<file path="src/rtl/rcl_stream.sv">
// rcl_stream -- line/circle relation classifier with a result FIFO.
//
// A job is three accepted beats carrying the line a*x + b*y + c = 0 on coef_L
// and the circle centre (m, n) plus squared radius k on coef_Q. For each job
// the block compares d^2 against (a^2 + b^2)*k, with d = a*m + b*n + c, and
// queues a 2-bit relation code: 00 separate, 01 tangent, 10 crossing.
//
// Ports
//   clk        sole clock, rising edge
//   rst        synchronous active-high reset
//   in_valid   input beat valid
//   in_ready   input beat accepted when in_valid && in_ready
//   coef_L     line coefficient a, b, c by beat (signed, CW bits)
//   coef_Q     circle coefficient m, n (signed), k (unsigned) by beat
//   out_valid  FIFO head valid
//   out_ready  consumer pop when out_valid && out_ready
//   out        head relation code, 00 when out_valid = 0
//
// Optional build macro RCL_STREAM_STATS_EN adds cnt_sep, cnt_tan, cnt_cross:
// 16-bit saturating counts of popped codes 00, 01 and 10.
//
// Beat FSM
//   state | meaning
//   BEAT0 | waiting for a/m; only accepted while a FIFO credit is free
//   BEAT1 | a/m captured, waiting for b/n
//   BEAT2 | b/n captured, waiting for c/k; acceptance launches the pipeline

module rcl_stream #(
   parameter int CW    = 5,
   parameter int DEPTH = 4
) (
   input  logic          clk,
   input  logic          rst,
   input  logic          in_valid,
   output logic          in_ready,
   input  logic [CW-1:0] coef_L,
   input  logic [CW-1:0] coef_Q,
   output logic          out_valid,
   input  logic          out_ready,
   output logic [1:0]    out
`ifdef RCL_STREAM_STATS_EN
   ,
   output logic [15:0]   cnt_sep,
   output logic [15:0]   cnt_tan,
   output logic [15:0]   cnt_cross
`endif
);

   // d needs 2*CW+1 bits; one spare keeps the sum comfortably in range.
   localparam int DW = 2*CW + 2;
   localparam int KW = 2*DW;
   localparam int AW = $clog2(DEPTH);
   localparam int NW = AW + 1;

   typedef enum logic [1:0] {
      BEAT0 = 2'd0,
      BEAT1 = 2'd1,
      BEAT2 = 2'd2
   } beat_e;

   beat_e                state_q, state_d;
   logic                 accept;
   logic                 take_beat0;
   logic                 push;
   logic                 pop;

   logic signed [CW-1:0] a_q, m_q, b_q, n_q, c_q;
   logic        [CW-1:0] k_q;
   logic                 cap_v_q;

   logic signed [DW-1:0] a_x, m_x, b_x, n_x, c_x;
   logic signed [DW-1:0] dist_d, nrm_d;
   logic signed [DW-1:0] dist_q, nrm_q;
   logic        [CW-1:0] rad_q;
   logic                 s1_v_q;

   logic signed [KW-1:0] dist_x, nrm_x, rad_x, lhs, rhs;
   logic        [1:0]    code;

   logic        [1:0]    mem_q [DEPTH];
   logic        [AW-1:0] wr_ptr_q, rd_ptr_q;
   logic        [NW-1:0] cnt_q, cnt_d;
   logic        [NW-1:0] cred_q, cred_d;

   // ---------------------------------------------------------------- FSM
   always_ff @(posedge clk) begin
      if (rst) state_q <= BEAT0;
      else     state_q <= state_d;
   end

   always_comb begin
      state_d = state_q;
      if (accept) begin
         case (state_q)
            BEAT0:   state_d = BEAT1;
            BEAT1:   state_d = BEAT2;
            BEAT2:   state_d = BEAT0;
            default: state_d = BEAT0;
         endcase
      end
   end

   // A job in progress already holds its credit, so only beat0 waits on one.
   always_comb begin
      in_ready = 1'b0;
      if (!rst) in_ready = (state_q != BEAT0) || (cred_q < NW'(DEPTH));
   end

   assign accept     = in_valid && in_ready;
   assign take_beat0 = accept && (state_q == BEAT0);

   // ---------------------------------------------------------------- capture
   always_ff @(posedge clk) begin
      if (rst) begin
         a_q     <= '0;
         m_q     <= '0;
         b_q     <= '0;
         n_q     <= '0;
         c_q     <= '0;
         k_q     <= '0;
         cap_v_q <= 1'b0;
      end else begin
         cap_v_q <= accept && (state_q == BEAT2);
         if (accept) begin
            case (state_q)
               BEAT0: begin
                  a_q <= coef_L;
                  m_q <= coef_Q;
               end
               BEAT1: begin
                  b_q <= coef_L;
                  n_q <= coef_Q;
               end
               BEAT2: begin
                  c_q <= coef_L;
                  k_q <= coef_Q;
               end
               default: ;
            endcase
         end
      end
   end

   // ---------------------------------------------------------------- stage 1
   assign a_x = {{(DW-CW){a_q[CW-1]}}, a_q};
   assign m_x = {{(DW-CW){m_q[CW-1]}}, m_q};
   assign b_x = {{(DW-CW){b_q[CW-1]}}, b_q};
   assign n_x = {{(DW-CW){n_q[CW-1]}}, n_q};
   assign c_x = {{(DW-CW){c_q[CW-1]}}, c_q};

   assign dist_d = a_x*m_x + b_x*n_x + c_x;
   assign nrm_d  = a_x*a_x + b_x*b_x;

   // The next job's beat0 may overwrite a/m on this same edge; the stage-1
   // register has already taken the old values by then.
   always_ff @(posedge clk) begin
      if (rst) begin
         dist_q <= '0;
         nrm_q  <= '0;
         rad_q  <= '0;
         s1_v_q <= 1'b0;
      end else begin
         s1_v_q <= cap_v_q;
         if (cap_v_q) begin
            dist_q <= dist_d;
            nrm_q  <= nrm_d;
            rad_q  <= k_q;
         end
      end
   end

   // ---------------------------------------------------------------- stage 2
   assign dist_x = {{(KW-DW){dist_q[DW-1]}}, dist_q};
   assign nrm_x  = {{(KW-DW){nrm_q[DW-1]}}, nrm_q};
   assign rad_x  = {{(KW-CW){1'b0}}, rad_q};
   assign lhs    = dist_x * dist_x;
   assign rhs    = nrm_x * rad_x;

   always_comb begin
      code = 2'b10;
      if (lhs > rhs)       code = 2'b00;
      else if (lhs == rhs) code = 2'b01;
   end

   // ---------------------------------------------------------------- FIFO
   assign push      = s1_v_q;
   assign out_valid = !rst && (cnt_q != '0);
   assign pop       = out_valid && out_ready;
   assign out       = out_valid ? mem_q[rd_ptr_q] : 2'b00;

   assign cnt_d  = cnt_q  + NW'(push)       - NW'(pop);
   assign cred_d = cred_q + NW'(take_beat0) - NW'(pop);

   always_ff @(posedge clk) begin
      if (push) mem_q[wr_ptr_q] <= code;
   end

   // DEPTH is a power of two, so natural pointer overflow wraps modulo DEPTH.
   always_ff @(posedge clk) begin
      if (rst) begin
         wr_ptr_q <= '0;
         rd_ptr_q <= '0;
         cnt_q    <= '0;
         cred_q   <= '0;
      end else begin
         if (push) wr_ptr_q <= wr_ptr_q + AW'(1);
         if (pop)  rd_ptr_q <= rd_ptr_q + AW'(1);
         cnt_q  <= cnt_d;
         cred_q <= cred_d;
      end
   end

`ifdef RCL_STREAM_STATS_EN
   logic [15:0] cnt_sep_q, cnt_tan_q, cnt_cross_q;

   always_ff @(posedge clk) begin
      if (rst) begin
         cnt_sep_q   <= '0;
         cnt_tan_q   <= '0;
         cnt_cross_q <= '0;
      end else if (pop) begin
         case (out)
            2'b00:   if (cnt_sep_q   != 16'hFFFF) cnt_sep_q   <= cnt_sep_q   + 16'd1;
            2'b01:   if (cnt_tan_q   != 16'hFFFF) cnt_tan_q   <= cnt_tan_q   + 16'd1;
            2'b10:   if (cnt_cross_q != 16'hFFFF) cnt_cross_q <= cnt_cross_q + 16'd1;
            default: ;
         endcase
      end
   end

   assign cnt_sep   = cnt_sep_q;
   assign cnt_tan   = cnt_tan_q;
   assign cnt_cross = cnt_cross_q;
`endif

endmodule

</file>
<file path="config.mk">
export PLATFORM = sky130hd
export DESIGN_NAME = rcl_stream
export DESIGN_NICKNAME = d
export VERILOG_FILES = /design/src/rtl/rcl_stream.sv
export SDC_FILE = /design/constraint.sdc
export NUM_CORES = 1
export LEC_CHECK = 0
export ABC_AREA = 1
export CORE_ASPECT_RATIO = 1.25
export CORE_MARGIN = 2
export CORE_UTILIZATION = 40
export DETAILED_ROUTE_END_ITERATION = 7
export GPL_TIMING_DRIVEN = 0
export MAX_ROUTING_LAYER = met4
export SYNTH_ARGS = -nofsm -noshare
export SYNTH_HDL_FRONTEND = slang
export SYNTH_SLANG_ARGS = --single-unit
</file>
<file path="constraint.sdc">
create_clock -name clk -period 6.5 [get_ports clk]
set_input_delay 1.3 -clock clk [delete_from_list [all_inputs] [get_ports clk]]
set_output_delay 1.3 -clock clk [all_outputs]
set_load 0.05 [all_outputs]
</file>
==> Word-level counts from Yosys, hierarchy flattened <==
Memories as Yosys holds them, arrays and structs flattened. A register that Yosys moved wholly into a read port is not among the register bits.
Cells that the tools add are included.
{ "totals": {"in_bits": 14, "out_inout_bits": 4, "memories": 1, "reg_bits": 72, "elab_cells": 59, "ramBits": 8} }
{ "memory_table": {"columns": ["name", "words", "width", "rd", "rd_clocked_by_memory_dff", "wr", "line_no", "source"], "rows": [
  ["mem_q", 4, 2, 1, 1, 1, "80", "logic [1:0] mem_q [DEPTH];"]
]} }
{ "op_classes": {"n_mul": 6, "n_reduce_logical": 13, "n_mux": 9, "order_cmp": 2, "add_sub_neg": 9, "n_eq_ne": 3} }
{ "op_table": {"columns": ["op", "count"], "rows": [
  ["$mul A5 B5 Y10", 4],
  ["$eq A24 B17 Y1", 1],
  ["$gt A24 B17 Y1", 1],
  ["$mul A12 B12 Y24", 1],
  ["$add A10 B10 Y11", 2],
  ["$mul A11 B6 Y17", 1],
  ["$add A11 B5 Y12", 1],
  ["$mux W2", 5],
  ["$add A3 B1 Y3", 2],
  ["$reduce_and A2 Y1", 3],
  ["$sub A3 B1 Y3", 2],
  ["$logic_and A1 B1 Y1", 5],
  ["$add A2 B1 Y2 const B", 2],
  ["$pmux W2 S2", 1],
  ["$lt A3 B3 Y1 const B", 1],
  ["$mux W1", 3],
  ["$reduce_bool A3 Y1", 1],
  ["$eq A2 B1 Y1 const B", 1],
  ["$eq A2 B2 Y1 const B", 1],
  ["$logic_not A2 Y1", 1],
  ["$reduce_bool A2 Y1", 1],
  ["$logic_not A1 Y1", 1],
  ["$logic_or A1 B1 Y1", 1]
]} }

==> Logic depth before layout (Yosys ltp) <==
Gate-level depths: netlist (run 1).
{ "depth": {"depth_word": 7, "mapped_depth": 33, "depth_no_buf": 32} }

==> Worst setup path before layout (run 1) <==
Ideal clock, no wire load.
{ "synth_timing": {"path_type": "flip-flop to flip-flop", "start": "register dist_q[11]", "end": "memory mem_q[0][1], data pin", "setup_ns": 0.265, "arrival_ns": 5.779, "path_buffers": 1, "t_required_ns": 6.235, "path_stages_with_launch": 33, "period_less_slack_ns": 6.043, "setup_slack_ns": 0.457, "cell_sequence": "dfxtp_1 -> clkbuf_1 -> nand2_1 -> inv_1 -> fa_1 -> inv_1 -> fa_1 -> inv_1 -> fa_1 -> fa_1 -> inv_1 -> fa_1 -> inv_1 -> ha_1 -> nand2_1 -> nor2_1 -> nand2_1 -> inv_1 -> nand4_1 -> nand3_1 -> inv_1 -> nand2_1 -> nand2_1 -> ha_1 -> nand2_1 -> nor2_1 -> nand4_1 -> nor2_1 -> nand2_1 -> nand3_1 -> nand2_1 -> nand2_1 -> nor2_1"} }
{ "synth_via": {"elab_chain_len": 4, "elab_cells_between_ends": 5, "cone_classes": "1 x mul; 1 x order compare; 1 x eq/ne; 2 x mux"} }
{ "synth_rtl": {"columns": ["item", "line_no", "source"], "rows": [
  ["from (decl)", "73", "logic signed [DW-1:0] dist_q, nrm_q;"],
  ["from (signal assigned)", "165", "dist_q <= dist_d;"],
  ["$mul A12 B12 Y24 (*)", "176", "assign lhs = dist_x * dist_x;"],
  ["branches (longest 2 deep; another with $gt A24 B17 Y1)", null, null],
  ["$mux W2 (*)", "181", "if (lhs > rhs) code = 2'b00;"],
  ["net code[1]", "78", "logic [1:0] code;"],
  ["to (decl)", "80", null]
]} }
Mark *: on every way through the listed nets, which the timed path passes.

==> Worst setup path in the final report (run 1) <==
{ "layout_timing": {"start": "register dist_q[3]", "end": "memory mem_q[1][1], data pin"} }
Same word-level chain as after synthesis.

==> out/metrics.csv, run 1 <==
metric,value,unit
Leak,0.009665,uW
Initial Util,0.4038,
share of flip-flops with an asynchronous set or reset,0,
Final TNS setup,0,ns
vias in the first global route,12400,
fillers,3833,
Via density,4.712,
HP Start,cnt_q[2]$_SDFF_PP0_,
final worst path period share,0.9655,
CTS Buffer Depth,2,
"count leader, synth",inv_1,
Slew HR,0.5215,
max-cap violations,0,
CP max stage delay,0.55,ns
area delta synth->final,9.791,%
PD cells,95.26,nW/um^2
CTS buffer count,9,
first-pass detailed-route iteration total,6,
f_max,159.3,MHz
Worst setup SP type,flip-flop,
VDD IR max,0.0001347,V
Register Area,1743,sq um
Post-Synthesis Cells,1945,
Antenna Violating Nets Remaining,0,
RR Endpoint,mem_q[1][1]$_DFFE_PP_,
Synth Cell Area,15360,sq um
Clock Latency Late Sink,0.34,ns
# IOs,18,
largest net degree at the start of global routing,14,
WP buf/inv,5,
critical path endpoint category,flip-flop,
Syn. warnings,0,
FF-to-FF path depth,27,
root buffer cell,clkbuf_16,
CP Data Required Time,6.57,ns
Final HPWL DP,30.03,mm
row cnt,80,
DR DRC count,0,
Min-Delay Endpoint,cnt_q[2]$_SDFF_PP0_,
synth unique cells,37,
Clock transition at path regs,0.06,ns
CP max FO,10,
Synth area leaders,"fa_1 (35%), ha_1 (15%), inv_1 (13%)",
run status,"complete, no violations",
Vias,11670,
Clock Skews,0.009290,ns
PortBufs,17,
worst-margin pin slew,0.7177,ns
multi-input logic area,11640,sq um
crit path kind,reg2reg,
cts hold-fix bufs,0,
Die Area,40000,sq um
CTS tree,yes,
final slew viol count,0,
RePlAce Congestion,0.8878,
"Top FF cell, synth",dfxtp_1,
H-tree levels,3,
placeable core area,38040,sq um
gr ovfl total,0,
final setup fails,0,
commonest cells in the netlist,"inv_1 (535), nand2_1 (380), fa_1 (265), ha_1 (179), nor2_1 (122)",
Post-synth EDFFs,8,
initial antenna violation count,0,
post-synth top area share,0.3454,
# nets final,2437,
first-pass GRT wire length,58.78,mm
GRT Total Usage,0.1876,
critical path arrival,6.35,ns
R2R Path Start,dist_q[3]$_SDFFE_PP0P_,
diode count,0,
CP top delay family,adder cells,
WL final,34.40,mm
hold_ws,0.4654,ns
Chip Height,223.1,um
Avg WL per Cell,13.89,um
Tmin final,6.276,ns
die width,179.3,um
Clock Sinks,82,
layout cells sized above 1,0.05292,
FF-to-FF setup slack,0.22,ns
Worst Hold Depth,1,
CP max stage cell,fa_1,
average size of a mapped cell,7.898,sq um
register bit count reported by yosys,82,
sequential share of the synthesized area,0.1121,
Iteration-0 DRC Markers,520,
Mapped Nets,2403,
final-report hold violation count,0,
cell taking the most area after synthesis,fa_1,
worst min-delay path category,reg2reg,
-- stage by stage --
| step | total power [uW] | setup WS [ns] | instance area, sq um | utilization | instances |
|---|---|---|---|---|---|
| floorplan | 929.1 | 0.4566 | 15360 | - | 1945 |
| global placement | 1056 | -0.6835 | 16150 | 0.4245 | 2454 |
| detailed placement | 1067 | -0.8030 | 16150 | 0.4245 | 2454 |
| CTS | 1610 | 0.001129 | 16580 | 0.4360 | 2473 |
| global route | 1702 | -0.04486 | 16860 | 0.4434 | 2476 |
| finish | 1607 | 0.2242 | 16860 | 0.4434 | 2476 |
-- cell families after synthesis --
family                   synth area share
flip-flops                         0.1121
AND/OR/NAND/NOR                    0.1561
XOR/XNOR                          0.02965
buffers and inverters              0.1455
adder cells (fa/ha/maj)            0.4912
AO/OA/AOI/OAI                     0.06549
-- timing repair --
item / in CTS / in global routing
gates resized for setup: 37 / 77
cloned: 0 / 1
pin swaps: 1 / 10
endpoints found under the setup margin: 8 / 8
setup buffers: 3 / 2
-- cell type report --
| type | count | share of cell area |
|---|---|---|
| multi-input combinational | 1277 | 0.6903 |
| inverter | 540 | 0.1206 |
| sequential | 82 | 0.1033 |
| tap | 492 | 0.03650 |
| buffer | 46 | 0.01699 |
| timing repair buffer | 23 | 0.01380 |
| clock buffer | 10 | 0.01358 |
| clock inverter | 6 | 0.004822 |
-- report_power, final --
group          switching [uW]  leakage [uW]  internal [uW]
Clock                     205      0.000150            334
Sequential               32.0      0.000678            540
Combinational             311       0.00884            184
-- registers in the layout, summed over array words and instances (netlist names), named ones only --
register,flops
n_q,5
a_q,5
nrm_q,11
wr_ptr_q,2
k_q,5
rd_ptr_q,2
rad_q,5
cnt_q,3
mem_q,8
state_q,2
push,1
b_q,5
m_q,5
c_q,5
cap_v_q,1
dist_q,12
cred_q,3
-- cells in the final DEF, fill, tap and decap left out, drive strengths merged, types with 3 or more instances in the layout --
cell type / Yosys / routed
a21oi: 99 / 99
a31oi: 4 / 4
buf: 7 / 22
clkbuf: 39 / 40
clkdlybuf4s50: 0 / 17
clkinv: 2 / 6
dfxtp: 74 / 74
edfxtp: 8 / 8
fa: 265 / 265
ha: 179 / 179
inv: 538 / 536
nand2: 380 / 380
nand3: 64 / 64
nand3b: 3 / 3
nand4: 13 / 13
nor2: 122 / 122
nor3: 4 / 4
o211ai: 4 / 4
o21ai: 71 / 71
o21bai: 4 / 4
or2: 3 / 3
xnor2: 19 / 19
xor2: 33 / 33
-- metal layers --
layer | part of all wire | up-vias | routed length (um) | GRT usage
li1 | - | 5850 | - | -
met5 | 0 | - | 0 | -
met2 | 0.53 | 139 | 18240 | 0.3377
met3 | 0.022 | 36 | 766 | 0.01159
met4 | 0.023 | 0 | 784 | 0.04553
met1 | 0.42 | 5641 | 14610 | 0.2278
-- worst max-delay path by stage --
stage,from,endpoint,depth (start not counted),slack [ns]
after CTS,dist_q[3]$_SDFFE_PP0P_,mem_q[1][1]$_DFFE_PP_,32,0.001
after floorplan,dist_q[11]$_SDFFE_PP0P_,mem_q[0][1]$_DFFE_PP_,32,0.46
after detailed placement,dist_q[11]$_SDFFE_PP0P_,mem_q[1][1]$_DFFE_PP_,31,-0.80
final,dist_q[3]$_SDFFE_PP0P_,mem_q[1][1]$_DFFE_PP_,27,0.22
after global placement,dist_q[11]$_SDFFE_PP0P_,mem_q[1][0]$_DFFE_PP_,25,-0.68
after global routing,dist_q[3]$_SDFFE_PP0P_,mem_q[1][1]$_DFFE_PP_,31,-0.04
Power figures use the tool's default switching activity.
==> run 2: changes to the inputs <==
--- a/config.mk
+++ b/config.mk
@@ -7,7 +7,6 @@
 export LEC_CHECK = 0
 export ABC_AREA = 1
 export CORE_ASPECT_RATIO = 1.25
-export CORE_MARGIN = 2
 export CORE_UTILIZATION = 40
 export DETAILED_ROUTE_END_ITERATION = 7
 export GPL_TIMING_DRIVEN = 0
==> out/metrics.csv, run 2 (synthesis results as in run 1) <==
metric,value,unit,change
Avg WL per Cell,13.72,um,-1.2%
CP max stage delay,0.55,ns,about the same
Largest register FFs,12,,unchanged
Top Registers,"dist_q (12), nrm_q (11), mem_q (8)",,
Initial Util,0.4090,,+0.005112
final worst path period share,0.9491,,-0.01639
H-tree levels,3,,unchanged
Clock transition at path regs,0.07,ns,about the same
CTS tree,yes,,
initial antenna violation count,0,,unchanged
root buffer cell,clkbuf_16,,
worst-margin pin slew,0.7628,ns,+0.04509 ns
Iteration-0 DRC Markers,421,,-19%
Leak,0.009647,uW,-0.18%
Clock Latency Late Sink,0.35,ns,about the same
diode count,0,,unchanged
Inst Count DP,2448,,-0.24%
Vias,11710,,+0.35%
f_max,162.1,MHz,+1.7%
largest net degree at the start of global routing,16,,+2
CTS buffer count,9,,unchanged
"commonest non-fill, non-tap cell in the layout",inv_1,,
final slew viol count,0,,unchanged
final-report hold violation count,0,,unchanged
critical path endpoint category,flip-flop,,
"commonest cells after routing, fill and taps aside","inv_1 (532), nand2_1 (377), fa_1 (261)",,
first-pass detailed-route iteration total,5,,-1
Die Area,39190,sq um,-2.0%
worst min-delay path category,reg2reg,,
Antenna Violating Nets Remaining,0,,unchanged
run status,"complete, no violations",,
GRT Total Usage,0.1911,,+0.003474
WL final,33.85,mm,-1.6%
largest reg by FF count,dist_q,,
Worst setup SP type,flip-flop,,
Final HPWL DP,29.39,mm,-2.2%
vias in the first global route,12330,,-0.61%
placeable core area,37560,sq um,-1.3%
Final Non-Filler Cells,2467,,-0.36%
max-cap violations,0,,unchanged
Clock Skews,0.007872,ns,-0.001418 ns
crit path kind,reg2reg,,
VDD IR max,0.0001175,V,-13%
CP Data Required Time,6.58,ns,about the same
Tmin final,6.169,ns,-0.1066 ns
PD cells,92.13,nW/um^2,-3.3%
Clock Sinks,82,,unchanged
final setup fails,0,,unchanged
DR DRC count,0,,unchanged
area delta synth->final,8.895,%,
hold_ws,0.4580,ns,-0.007381 ns
layout cells sized above 1,0.04947,,-0.003453
Chip Height,221.1,um,-0.90%
CP max FO,10,,unchanged
first-pass GRT wire length,58.35,mm,-0.73%
row cnt,79,,-1.3%
CTS Buffer Depth,2,,unchanged
PortBufs,17,,unchanged
Via density,4.745,,+0.72%
RePlAce Congestion,0.9157,,+3.1%
# nets final,2434,,-0.12%
gr ovfl total,0,,unchanged
CP max stage cell,fa_1,,
die width,177.3,um,-1.1%
critical path arrival,6.25,ns,-0.10 ns
Most common cell on crit path,nand2_1,,
Slew HR,0.4915,,-0.03006
# IOs,18,,unchanged
-- run 2: cell types whose count changed in the layout (fill, tap and decap cells not counted), sizes merged --
cell | previous run | this run
clkbuf | 40 | 37
buf | 22 | 21
bufinv | 2 | 0
inv | 536 | 538
clkinvlp | 2 | 3
-- run 2: area by class of cell --
type	instances	area, sq um
inverters	540	2033
clock buffers	9	225.2
plain buffers	46	290.3
well taps	486	608.1
fillers	3780	20830
clock inverters	7	53.80
flip-flops and latches	82	1739
repair buffers	20	192.7
multi-input cells	1277	11580
-- run 2: path summary, 6_finish.rpt --
| kind | startpoint | to | slack, ns | cells past startpoint |
|---|---|---|---|---|
| worst min-delay path | cnt_q[2]$_SDFF_PP0_ | cnt_q[2]$_SDFF_PP0_ | 0.46 | 1 |
| worst min register to register | cnt_q[2]$_SDFF_PP0_ | cnt_q[2]$_SDFF_PP0_ | 0.46 | 1 |
| worst max-delay path | dist_q[4]$_SDFFE_PP0P_ | mem_q[2][1]$_DFFE_PP_ | 0.33 | 31 |
| worst max register to register | dist_q[4]$_SDFFE_PP0P_ | mem_q[2][1]$_DFFE_PP_ | 0.33 | 31 |
-- run 2: repair_timing --
item                       4_1_cts  5_1_grt
pin swaps                        1        4
buffers inserted                 3        0
hold buffers                     0        0
setup endpoints to repair        8        8
resized for setup               33       73
-- run 2: power breakdown --
part           leakage (uW)  switching, uW  internal (uW)
sequential         0.000678           33.4            541
clock              0.000130            221            261
combinational       0.00884            303            183
-- run 2: worst max-delay path, delay by kind of cell (launching register included) --
family	cells	cell delay (ns)
simple gates	17	1.59
buf+inv	7	0.68
flops	1	0.42
fa+ha+maj	7	3.22
-- run 2: per-layer routing --
layer / up-vias / GRT usage / wire (um)
met5: - / - / 0
met4: 0 / 0.05156 / 818
met3: 36 / 0.01426 / 795
met2: 140 / 0.3464 / 18040
met1: 5707 / 0.2246 / 14200
li1: 5824 / - / -
-- run 2: per-stage QoR --
stage | instance area [sq um] | power, uW | utilization | setup TNS, ns | worst slack [ns]
floorplan | 15360 | 929.1 | - | 0 | 0.4566
global placement | 16140 | 1053 | 0.4297 | -6.556 | -0.9824
detailed placement | 16140 | 1063 | 0.4297 | -6.851 | -1.035
CTS | 16530 | 1554 | 0.4401 | 0 | 0.01246
global route | 16730 | 1643 | 0.4453 | -0.09740 | -0.02443
finish | 16730 | 1541 | 0.4453 | 0 | 0.3308
==> run 3: changes to the inputs <==
==> constraint.sdc (replaced) <==
create_clock -name clk -period 7.2 [get_ports clk]
set_input_delay 1.44 -clock clk [delete_from_list [all_inputs] [get_ports clk]]
set_output_delay 1.44 -clock clk [all_outputs]
set_load 0.05 [all_outputs]
==> out/metrics.csv, run 3 (synthesis results as in run 1) <==
metric,value,unit,change
run status,"complete, no violations",,
Final Cell Area,16450,sq um,-1.7%
RR Endpoint,mem_q[2][0]$_DFFE_PP_,,
# nets final,2431,,-0.12%
gr ovfl total,0,,unchanged
Largest register FFs,12,,unchanged
Via density,4.734,,-0.24%
Chip Height,221.1,um,unchanged
CP max stage cell,nor4_2,,
CP top delay family,adder cells,,
critical path endpoint category,flip-flop,,
Post-DP Area,16140,sq um,unchanged
RSZ-0062 raised after global routing,no,,
WL final,33.72,mm,-0.41%
CP max stage delay,0.62,ns,+0.07 ns
R2R Path Start,dist_q[2]$_SDFFE_PP0P_,,
sw frac,0.3620,,+0.0005229
"commonest cells after routing, fill and taps aside","inv_1 (535), nand2_1 (380), fa_1 (264)",,
DR DRC count,0,,unchanged
Top Registers,"dist_q (12), nrm_q (11), mem_q (8)",,
CTS tree,yes,,
area delta synth->final,7.070,%,
f_max,146.8,MHz,-9.4%
Avg WL per Cell,13.68,um,-0.29%
row cnt,79,,unchanged
placeable core area,37560,sq um,unchanged
Pint,885.6,uW,-10%
Iteration-0 DRC Markers,475,,+13%
final worst path period share,0.9462,,-0.002878
Vias,11670,,-0.36%
die width,177.3,um,unchanged
Antenna Violating Nets Remaining,0,,unchanged
root buffer cell,clkbuf_16,,
PD cells,84.41,nW/um^2,-8.4%
Die Area,39190,sq um,unchanged
worst-margin pin slew,0.7935,ns,+0.03072 ns
capture point of the worst path,mem_q[2][0]$_DFFE_PP_,,
register share of total power,0.374,,about the same
CTS buffer count,9,,unchanged
largest net degree at the start of global routing,16,,unchanged
combinational cell fraction of total power,0.312,,-0.003
RePlAce Congestion,0.9157,,unchanged
CTS Buffer Depth,2,,unchanged
P_sw,502.6,uW,-9.8%
Post-CTS Repair Setup Buffers,0,,-3
stages on the worst setup path,23,,-26%
FF-to-FF path depth,23,,-26%
VDD IR max,0.0001061,V,-9.7%
pre-CTS setup slack,-0.3348,ns,+0.7000 ns
H-tree levels,3,,unchanged
Final HPWL DP,29.39,mm,unchanged
final setup fails,0,,unchanged
FF-to-FF setup slack,0.39,ns,+0.06 ns
"commonest non-fill, non-tap cell in the layout",inv_1,,
PortBufs,17,,unchanged
GRT Total Usage,0.1912,,about the same
CP Data Required Time,7.26,ns,+0.68 ns
critical path arrival,6.87,ns,+0.62 ns
Tmin final,6.813,ns,+0.6437 ns
Slew HR,0.4710,,-0.02048
max-cap violations,0,,unchanged
Clock Sinks,82,,unchanged
initial antenna violation count,0,,unchanged
layout cells sized above 1,0.02427,,-0.02520
final-report hold violation count,0,,unchanged
first-pass GRT wire length,58.36,mm,about the same
# IOs,18,,unchanged
Initial Util,0.4090,,unchanged
Clock Power Share,0.314,,about the same
final setup margin,0.3871,ns,+0.05634 ns
crit path kind,reg2reg,,
Clock transition at path regs,0.07,ns,about the same
WP buf/inv,6,,-1
final slew viol count,0,,unchanged
first-pass detailed-route iteration total,4,,-1
diode count,0,,unchanged
largest reg by FF count,dist_q,,
worst-path cell chain,clkbuf_2 > nand2_1 > fa_1 > inv_1 > fa_1 > inv_1 > fa_1 > inv_1 > fa_1 > inv_1 > fa_1 > inv_1 > ha_1 > a21oi_1 > nor2_1 > nor2_1 > nand3_1 > xor2_1 > ha_1 > nand2_1 > nor2_1 > nand3_1 > nor4_2,,
worst min-delay path category,reg2reg,,
Clock Skews,0.008280,ns,+0.0004073 ns
Clock Latency Late Sink,0.35,ns,about the same
Leak,0.009596,uW,-0.53%
Worst setup SP type,flip-flop,,
CP max FO,10,,unchanged
vias in the first global route,12300,,-0.22%
worst setup path startpoint,dist_q[2]$_SDFFE_PP0P_,,
-- run 3: routing by layer --
metal  vias to the layer above  wire length, um  GRT usage  share of wire
met5                         -                0          -              0
met4                         0              822    0.05156          0.024
met3                        35              709    0.01409          0.021
met2                       129            17960     0.3460           0.53
met1                      5678            14220     0.2251           0.42
li1                       5823                -          -              -
-- run 3: repair_timing --
item | CTS | global route
resized for setup | 3 | 19
hold buffers | 0 | 0
setup endpoints to repair | 8 | 8
-- run 3: how the worst min path moves through the flow --
stage | slack, ns | cells past startpoint | start | to
after floorplan | 0.42 | 1 | cnt_q[2]$_SDFF_PP0_ | cnt_q[2]$_SDFF_PP0_
after global placement | 0.44 | 1 | cnt_q[2]$_SDFF_PP0_ | cnt_q[2]$_SDFF_PP0_
after detailed placement | 0.45 | 1 | cnt_q[2]$_SDFF_PP0_ | cnt_q[2]$_SDFF_PP0_
after CTS | 0.46 | 1 | cnt_q[2]$_SDFF_PP0_ | cnt_q[2]$_SDFF_PP0_
after global routing | 0.48 | 1 | cnt_q[2]$_SDFF_PP0_ | cnt_q[2]$_SDFF_PP0_
final | 0.46 | 1 | cnt_q[2]$_SDFF_PP0_ | cnt_q[2]$_SDFF_PP0_
-- run 3: cell type report --
cell class,instances,area (sq um)
Inverter,540,2029
Multi-Input combinational cell,1277,11420
Buffer,46,217.7
Clock inverter,7,53.80
Clock buffer,9,225.2
Fill cell,3815,21110
Sequential cell,82,1722
Timing Repair Buffer,17,170.2
Tap cell,486,608.1
-- run 3: power groups by stage --
stage | logic (uW) | registers [uW] | clock network [uW]
after detailed placement | 431 | 529 | 0
final | 434 | 519 | 436
after global routing | 496 | 522 | 461
after global placement | 422 | 528 | 0
after floorplan | 321 | 517 | 0
after CTS | 436 | 519 | 444
-- run 3: per-stage QoR --
stage	hold WS, ns	power, uW	TNS (ns)	cells	util
after floorplan	0.4231	838.8	0	1945	-
after global placement	0.4444	950.7	-1.130	2448	0.4297
after detailed placement	0.4535	959.8	-1.339	2448	0.4297
after CTS	0.4596	1399	0	2464	0.4373
after global routing	0.4826	1479	0	2464	0.4379
final	0.4581	1388	0	2464	0.4379
-- run 3: worst register-to-register path, stage by stage, from the launching register on --
cell and delay [ns]:
dfxtp_1 0.55, clkbuf_2 0.37, nand2_1 0.20, fa_1 0.53, inv_1 0.05, fa_1 0.53
inv_1 0.06, fa_1 0.53, inv_1 0.07, fa_1 0.54, inv_1 0.06, fa_1 0.53
inv_1 0.04, ha_1 0.34, a21oi_1 0.19, nor2_1 0.06, nor2_1 0.18, nand3_1 0.12
xor2_1 0.33, ha_1 0.22, nand2_1 0.07, nor2_1 0.14, nand3_1 0.20, nor4_2 0.62
